File: src/rtl/jtframe_rom_arb.sv
// ============================================================================
// Module   : jtframe_rom_arb
// Purpose  : N-slot SDRAM read arbiter. Each client slot owns a one-line,
//            32-bit cache (an even/odd word pair). A miss is forwarded to the
//            single SDRAM read port. A ROM download flushes every line and
//            aborts any transaction in flight.
// Ports    : clk, rst_n          - clock, asynchronous active-low reset
//            downloading         - ROM download active: flush and abort
//            slot_cs/slot_addr   - per-slot request and word address
//            slot_dout/slot_ok   - per-slot data and valid (0-cycle on hit)
//            sdram_req/sdram_ack - request handshake to the SDRAM controller
//            sdram_addr          - even SDRAM word address of the line
//            data_rdy/data_read  - returned 32-bit line
//            refresh_en          - arbiter idle, refresh may proceed
// Revision : 1.0 - initial release
// ============================================================================
`default_nettype none

module jtframe_rom_arb #(
    parameter int                  SLOTS       = 4,
    parameter int                  AW          = 18,
    parameter logic [SLOTS*22-1:0] OFFSETS     = '0,
    parameter int                  ROUND_ROBIN = 0
) (
    input  logic                  clk,
    input  logic                  rst_n,
    input  logic                  downloading,
    input  logic [SLOTS-1:0]      slot_cs,
    input  logic [SLOTS*AW-1:0]   slot_addr,
    output logic [SLOTS*16-1:0]   slot_dout,
    output logic [SLOTS-1:0]      slot_ok,
    output logic                  sdram_req,
    input  logic                  sdram_ack,
    input  logic                  data_rdy,
    output logic [21:0]           sdram_addr,
    input  logic [31:0]           data_read,
    output logic                  refresh_en
);

    localparam int LW = (SLOTS > 1) ? $clog2(SLOTS) : 1;

    typedef enum logic [1:0] {
        IDLE = 2'd0,
        REQ  = 2'd1,
        WAIT = 2'd2
    } state_t;

    state_t          r_state, w_state_nx;
    logic [LW-1:0]   r_gslot, w_gslot_nx;
    logic [LW-1:0]   r_last,  w_last_nx;
    logic [AW-2:0]   r_gaddr, w_gaddr_nx;
    logic            r_req,   w_req_nx;
    logic [21:0]     r_saddr, w_saddr_nx;
    logic            w_fill;

    logic [SLOTS-1:0] r_valid;
    logic [AW-2:0]    r_tag  [SLOTS];
    logic [31:0]      r_line [SLOTS];
    logic [AW-1:0]    w_addr [SLOTS];
    logic [21:0]      w_off  [SLOTS];
    logic [SLOTS-1:0] w_hit;
    logic [SLOTS-1:0] w_miss;

    // ------------------------------------------------------------------
    // Per-slot cache line, hit detection and read-data mux
    // ------------------------------------------------------------------
    generate
        for (genvar k = 0; k < SLOTS; k++) begin : g_slot
            assign w_addr[k]  = slot_addr[AW*k +: AW];
            assign w_off[k]   = OFFSETS[22*k +: 22];
            assign w_hit[k]   = r_valid[k] && (r_tag[k] == w_addr[k][AW-1:1]);
            assign w_miss[k]  = slot_cs[k] & ~w_hit[k];
            assign slot_ok[k] = slot_cs[k] & w_hit[k] & ~downloading;
            assign slot_dout[16*k +: 16] = w_addr[k][0] ? r_line[k][31:16]
                                                        : r_line[k][15:0];

            always_ff @(posedge clk or negedge rst_n) begin
                if (!rst_n) begin
                    r_valid[k] <= 1'b0;
                    r_tag[k]   <= '0;
                    r_line[k]  <= '0;
                end else if (downloading) begin
                    r_valid[k] <= 1'b0;
                end else if (w_fill && (r_gslot == LW'(k))) begin
                    // Tag comes from the captured address, not the live one,
                    // so a client that moved on stays a miss.
                    r_valid[k] <= 1'b1;
                    r_tag[k]   <= r_gaddr;
                    r_line[k]  <= data_read;
                end
            end
        end
    endgenerate

    // ------------------------------------------------------------------
    // Grant selection. Fixed priority is the rotating search pinned to a
    // base of SLOTS-1, so slot 0 is always examined first.
    // ------------------------------------------------------------------
    logic [LW-1:0] w_base, w_grant, w_idx;
    logic          w_found;

    always_comb begin
        w_base  = (ROUND_ROBIN != 0) ? r_last : LW'(SLOTS - 1);
        w_grant = '0;
        w_idx   = '0;
        w_found = 1'b0;
        for (int i = 1; i <= SLOTS; i++) begin
            w_idx = LW'((int'(w_base) + i) % SLOTS);
            if (!w_found && w_miss[w_idx]) begin
                w_grant = w_idx;
                w_found = 1'b1;
            end
        end
    end

    // ------------------------------------------------------------------
    // Transaction FSM: next-state and next-output logic
    // ------------------------------------------------------------------
    always_comb begin
        w_state_nx = r_state;
        w_gslot_nx = r_gslot;
        w_last_nx  = r_last;
        w_gaddr_nx = r_gaddr;
        w_req_nx   = r_req;
        w_saddr_nx = r_saddr;
        w_fill     = 1'b0;
        if (downloading) begin
            // Abort wins over every other transition; late data is dropped.
            w_state_nx = IDLE;
            w_req_nx   = 1'b0;
        end else begin
            case (r_state)
                IDLE: begin
                    if (w_found) begin
                        w_gslot_nx = w_grant;
                        w_last_nx  = w_grant;
                        w_gaddr_nx = w_addr[w_grant][AW-1:1];
                        w_saddr_nx = w_off[w_grant] +
                                     22'({w_addr[w_grant][AW-1:1], 1'b0});
                        w_req_nx   = 1'b1;
                        w_state_nx = REQ;
                    end
                end
                REQ: begin
                    if (sdram_ack) begin
                        w_req_nx = 1'b0;
                        // Controller may return data in the ack cycle itself.
                        if (data_rdy) begin
                            w_fill     = 1'b1;
                            w_state_nx = IDLE;
                        end else begin
                            w_state_nx = WAIT;
                        end
                    end
                end
                WAIT: begin
                    if (data_rdy) begin
                        w_fill     = 1'b1;
                        w_state_nx = IDLE;
                    end
                end
                default: w_state_nx = IDLE;
            endcase
        end
    end

    // ------------------------------------------------------------------
    // Transaction FSM: state register
    // ------------------------------------------------------------------
    always_ff @(posedge clk or negedge rst_n) begin
        if (!rst_n) begin
            r_state <= IDLE;
            r_gslot <= '0;
            r_last  <= LW'(SLOTS - 1);
            r_gaddr <= '0;
            r_req   <= 1'b0;
            r_saddr <= '0;
        end else begin
            r_state <= w_state_nx;
            r_gslot <= w_gslot_nx;
            r_last  <= w_last_nx;
            r_gaddr <= w_gaddr_nx;
            r_req   <= w_req_nx;
            r_saddr <= w_saddr_nx;
        end
    end

    assign sdram_req  = r_req;
    assign sdram_addr = r_saddr;
    assign refresh_en = (r_state == IDLE) & ~(|w_miss);

endmodule

`default_nettype wire

File: config.mk
export PLATFORM = sky130hd
export DESIGN_NAME = jtframe_rom_arb
export DESIGN_NICKNAME = d
export VERILOG_FILES = /design/src/rtl/jtframe_rom_arb.sv
export SDC_FILE = /design/constraint.sdc
export NUM_CORES = 1
export LEC_CHECK = 0
export CORE_ASPECT_RATIO = 1.2
export CORE_MARGIN = 1.5
export CORE_UTILIZATION = 55
export DETAILED_ROUTE_END_ITERATION = 10
export GPL_TIMING_DRIVEN = 0
export PLACE_DENSITY = 0.85
export SLEW_MARGIN = 20
export SYNTH_ARGS = -nofsm -noshare
export SYNTH_HDL_FRONTEND = slang
export SYNTH_SLANG_ARGS = --single-unit
File: constraint.sdc
create_clock -name clk -period 3.4 [get_ports clk]
set_input_delay 0.68 -clock clk [delete_from_list [all_inputs] [get_ports clk]]
set_output_delay 0.68 -clock clk [all_outputs]
set_load 0.01 [all_outputs]
; Word-level counts from Yosys, hierarchy flattened
; Cells that the tools add are included.
[op_classes]
add_sub_neg = 1
order_cmp = 1
n_eq_ne = 12
n_mux = 39
n_bitwise = 20
n_reduce_logical = 29
[op_table]
columns = cell, n
row1 = 17-bit equality test, 4
row2 = 16-bit two-way mux, 4
row3 = 22-bit binary-select mux with 2-bit select, 1
row4 = 22-bit two-way mux, 2
row5 = 18-bit binary-select mux with 2-bit select, 1
row6 = 18-bit two-way mux, 2
row7 = 22-bit by 18-bit adder with 22-bit output, 1
row8 = 1-bit two-way mux, 19
row9 = 2-bit two-way mux, 7
row10 = 1-bit AND, 13
row11 = 1-bit logical AND, 11
row12 = 3-bit inequality test (second input constant), 3
row13 = 3-bit AND reduction, 3
row14 = 2-bit AND reduction, 4
row15 = 2-bit nonzero test, 4
row16 = 2-bit equality test (second input constant), 3
row17 = 1-bit inverter, 6
row18 = 2-bit case mux with 3 select lines, 1
row19 = 2-bit by 1-bit equality test with 1-bit output (second input constant), 2
row20 = 2-bit zero test, 2
row21 = 1-bit case mux with 2 select lines, 2
row22 = 4-bit OR reduction, 1
row23 = 3-bit >= comparator (second input constant), 1
row24 = 1-bit zero test, 3
row25 = 2 further kinds, 2
[totals]
register_bits = 244
input_bits = 113
out_inout_bits = 92
word_cells = 119

; Logic depth before layout (Yosys ltp)
[depth]
depth_word = 19
mapped_depth = 9
mapped_depth_nobuf = 7

; Worst setup path after synthesis
; No wires, ideal clock.
[synth_timing]
path_kind = input to output
from = input slot_addr[24]
to = output refresh_en
arrival_time_ps = 1929
required_ps = 2720
path_slack_ps = 791
path_stages = 7
path_buffers = 1
cell_sequence = xor2_1 > nor4_1 > nand3_1 > o21ai_4 > buf_6 > nand4_4 > nor2_1
[synth_via]
elab_chain_cells = 7
[synth_lines]
columns = element, line
row1 = "start, declared", 29  ; input logic [SLOTS*AW-1:0] slot_addr,
row2 = 17-bit equality test, 71  ; assign w_hit[k] = r_valid[k] && (r_tag[k] == w_addr[k][AW-1:1]);
row3 = 1-bit logical AND, 71
row4 = 1-bit inverter, 72  ; assign w_miss[k] = slot_cs[k] & ~w_hit[k];
row5 = 1-bit AND, 72
row6 = 4-bit OR reduction, 190  ; assign refresh_en = (r_state == IDLE) & ~(|w_miss);
row7 = 1-bit inverter, 190
row8 = 1-bit AND, 190
row9 = "end, declared", 37  ; output logic refresh_en
; Every way passes these cells.

; Final worst setup path
[layout_timing]
from = input slot_addr[65]
to = output slot_ok[3]
[layout_via]
elab_chain_cells = 4
[layout_lines]
columns = element, line
row1 = 17-bit equality test, 71
row2 = 1-bit logical AND, 71
row3 = 1-bit AND (2 in series), 73  ; assign slot_ok[k] = slot_cs[k] & w_hit[k] & ~downloading;
row4 = "end, declared", 31  ; output logic [SLOTS-1:0] slot_ok,
; Every way passes these cells.

==> results.sh <==
export IMPL_cts_root_buf="clkbuf_16"
export IMPL_grt_ovfl_total=0
export IMPL_max_stage_delay_ns=0.57
export IMPL_cts_made_buffers=23
export IMPL_first_pass_iters=4
export IMPL_grt_pass1_wl_um=45310
export IMPL_tightest_slew_ns=0.8854
export IMPL_clock_path_buffers=3
export IMPL_worstSetupStartpointType="input pin"
export IMPL_insertion_delay_ns=0.50
export IMPL_rows=55
export IMPL_hold_class="in2async"
export IMPL_path_class="in2out"
export IMPL_fmax_mhz=301.8
export IMPL_vias_per_cell=5.775
export IMPL_setup_viol=0
export IMPL_track_usage=0.2987
export IMPL_antenna_found_initial=0
export IMPL_cts_tree="done"
export IMPL_tns_ns=0
export IMPL_stdcell_area_um2=13850
export IMPL_drv_slew=0
export IMPL_end_kind="output pin"
export IMPL_vias=7450
export IMPL_power_leakage_nw=6.399
export IMPL_dpl_cell_area_um2=12970
export IMPL_yosysSeqAreaShare=0.5231
export IMPL_rsz0062_at_grt="false"
export IMPL_yosysWarnings=0
export IMPL_clock_skew_ns=0.008784
export IMPL_area_growth_syn_to_layout_pct=30.37
export IMPL_fp_coreArea_um2=18920
export IMPL_cts_max_level=1
export IMPL_ff2ff_path_depth=9
export IMPL_drt_total_wl_um=29350
export IMPL_antennaDiodeCount=0
export IMPL_min_period_ns=3.313
export IMPL_syn_inst=788
export IMPL_wl_per_cell_um=22.75
export IMPL_peakVddDrop_v=0.0005099
export IMPL_postSynthAreaPerCell_um2=13.48
export IMPL_drive_above_1_share=0.3501
export IMPL_syn_area_um2=10620
export IMPL_required_ns=2.72
export IMPL_gp_congestion=0.8946
export IMPL_grt_pass1_vias=8126
export IMPL_start_util=0.5612
export IMPL_drt_iter0_drc=388
export IMPL_path_clk_slew_ns=0.06
export IMPL_max_cap_viol_count=0
export IMPL_ios=205
export IMPL_post_route_drc_count=0
export IMPL_nets=1141
export IMPL_cp_arrival_ns=2.63
export IMPL_die_y_um=155.2
export IMPL_crit_chain="clkdlybuf4s50_1, xnor2_1, nand4_1, nor3_2, nand4_1, nor3_1, clkdlybuf4s50_1"
export IMPL_dp_hpwl_um=20600
export IMPL_timing_slew_headroom=0.4097
export IMPL_slowest_stage="clkdlybuf4s50_1"
export IMPL_die_w_um=129.9
export IMPL_crit_path_max_fanout=3
export IMPL_fin_crit_sh=0.9745
export IMPL_cts_hold_buf=0
export IMPL_status="completed"
export IMPL_io_buffers=195
export IMPL_fill_cells=1297
export IMPL_dieArea_um2=20160
export IMPL_final_hold_viol_count=0
export IMPL_drtAntennaViolNets=0
export IMPL_ys_ff_latch=222
export IMPL_synthDistinctLibCells=46
export IMPL_cts_sinks=222
export IMPL_grt_max_degree=102
export IMPL_power_density_nw_per_um2=740.6
## cells in the mapped netlist (all sizes together)
library cell / instances / area, um2
o211ai: 1 / 7.510
nand2: 9 / 33.78
o32ai: 1 / 16.27
o221a: 1 / 11.26
or3b: 17 / 148.9
a21o: 3 / 22.52
and2: 1 / 6.260
nand4: 14 / 102.6
mux2: 260 / 2928
nor2: 25 / 101.4
xnor2: 40 / 350.3
dfrtp: 222 / 5555
nor4: 7 / 56.30
clkbuf: 8 / 30.03
ha: 3 / 37.54
a21oi: 3 / 15.01
buf: 40 / 230.2
a221oi: 17 / 161.4
nand2b: 1 / 6.260
or3: 1 / 6.260
o21ai: 37 / 196.4
nand3: 4 / 20.02
nand3b: 17 / 127.6
a2bb2oi: 2 / 17.52
conb: 1 / 3.750
a41o: 3 / 31.28
nor3: 8 / 45.04
a32o: 2 / 20.02
inv: 9 / 33.78
nor4b: 1 / 8.760
a41oi: 2 / 43.80
xor2: 28 / 245.2
## cells in the final DEF, fill, tap and decap left out, drive strengths merged, types with 3 or more instances in the layout
| cell type | count |
|---|---|
| or3b | 17 |
| buf | 52 |
| clkdlybuf4s50 | 185 |
| mux2 | 260 |
| nand3 | 4 |
| nor2 | 25 |
| dlymetal6s2s | 6 |
| nand4 | 14 |
| xnor2 | 40 |
| dfrtp | 222 |
| o21ai | 37 |
| a21o | 3 |
| a41o | 3 |
| conb | 5 |
| inv | 9 |
| nor4 | 7 |
| ha | 3 |
| nor3 | 8 |
| a21oi | 3 |
| nand2 | 9 |
| xor2 | 28 |
| a221oi | 17 |
| clkinv | 3 |
| nand3b | 17 |
| clkbuf | 40 |
## where the power goes
| part | switching [W] | leakage (nW) | internal (W) | total [W] |
|---|---|---|---|---|
| clock network | 0.000989 | 0.343 | 0.00142 | 0.00241 |
| registers | 0.000776 | 2.96 | 0.00366 | 0.00444 |
| logic | 0.00131 | 3.09 | 0.00209 | 0.00341 |
## per-layer routing
metal,share of wire,global-route usage,up-vias
met5,0,0,-
met3,0.068,0.05640,78
met4,0.041,0.1249,0
li1,-,-,3309
met1,0.39,0.3675,3762
met2,0.50,0.5132,301
## timing repair
action	4_1_cts	5_1_grt
pin swaps	10	8
endpoints found under the setup margin	5	9
hold endpoints to repair	0	0
buffers inserted	8	3
gates resized for setup	17	13
## stage by stage
step	hold slack, ns	std cells	util	power [W]	setup WS, ns
final	0.04687	1290	0.7316	0.01025	0.08655
after global routing	0.05427	1290	0.7316	0.01078	0.002857
after CTS	0.04734	1287	0.7286	0.01029	-0.05231
after detailed placement	0.4701	1245	0.6852	0.007791	-0.5354
after global placement	0.4598	1243	0.6821	0.007655	-7.728
after floorplan	0.3844	792	-	0.006081	0.7905
## sequential cells by signal (all words and copies together), names as in the netlist
signal and cells:
r_gslot 2, r_line 128, r_state 2, r_tag 68
r_valid 4, sdram_addr 17, sdram_req 1
## final timing paths
| kind | slack, ns | end | start |
|---|---|---|---|
| worst max-delay path | 0.09 | slot_ok[3] | slot_addr[65] |
| min in group clk | 0.50 | r_line[19] | r_line[19] |
| worst min register to register | 0.50 | r_line[19] | r_line[19] |
| worst max register to register | 0.78 | sdram_addr[13] | r_tag[62] |
| max in group asynchronous | 2.57 | r_line[5] | rst_n |
| worst min-delay path | 0.05 | r_tag[61] | rst_n |
## layout make-up
class,count,area [um2],share of cell area
clock buffers,29,618.1,0.04464
plain buffers,48,264.0,0.01907
clock inverters,5,78.83,0.005693
well taps,256,320.3,0.02313
repair buffers,208,2102,0.1518
flip-flops and latches,222,5555,0.4012
inverters,9,33.78,0.002440
multi-input cells,513,4873,0.3520
## worst max-delay path, delay by kind of cell
family,cells,cell delay (ns)
simple gates,4,0.73
xor+xnor,1,0.15
buf+inv,2,1.07
## kinds of logic (layout without fill, tap and decap cells)
family                     count (synthesis)  in the layout  share of synthesized area
and+or+nand+nor                          105            105                    0.06244
DFF                                      222            222                     0.5231
AOI/OAI and AO/OA                         72             72                    0.05113
muxes                                    260            260                     0.2757
xor gates and xnor gates                  68             68                    0.05608
adders and majority gates                  3              3                   0.003535
buffers and inverters                     57            299                    0.02769
other                                      1              5                  0.0003531
(Power assumes the default switching activity.)
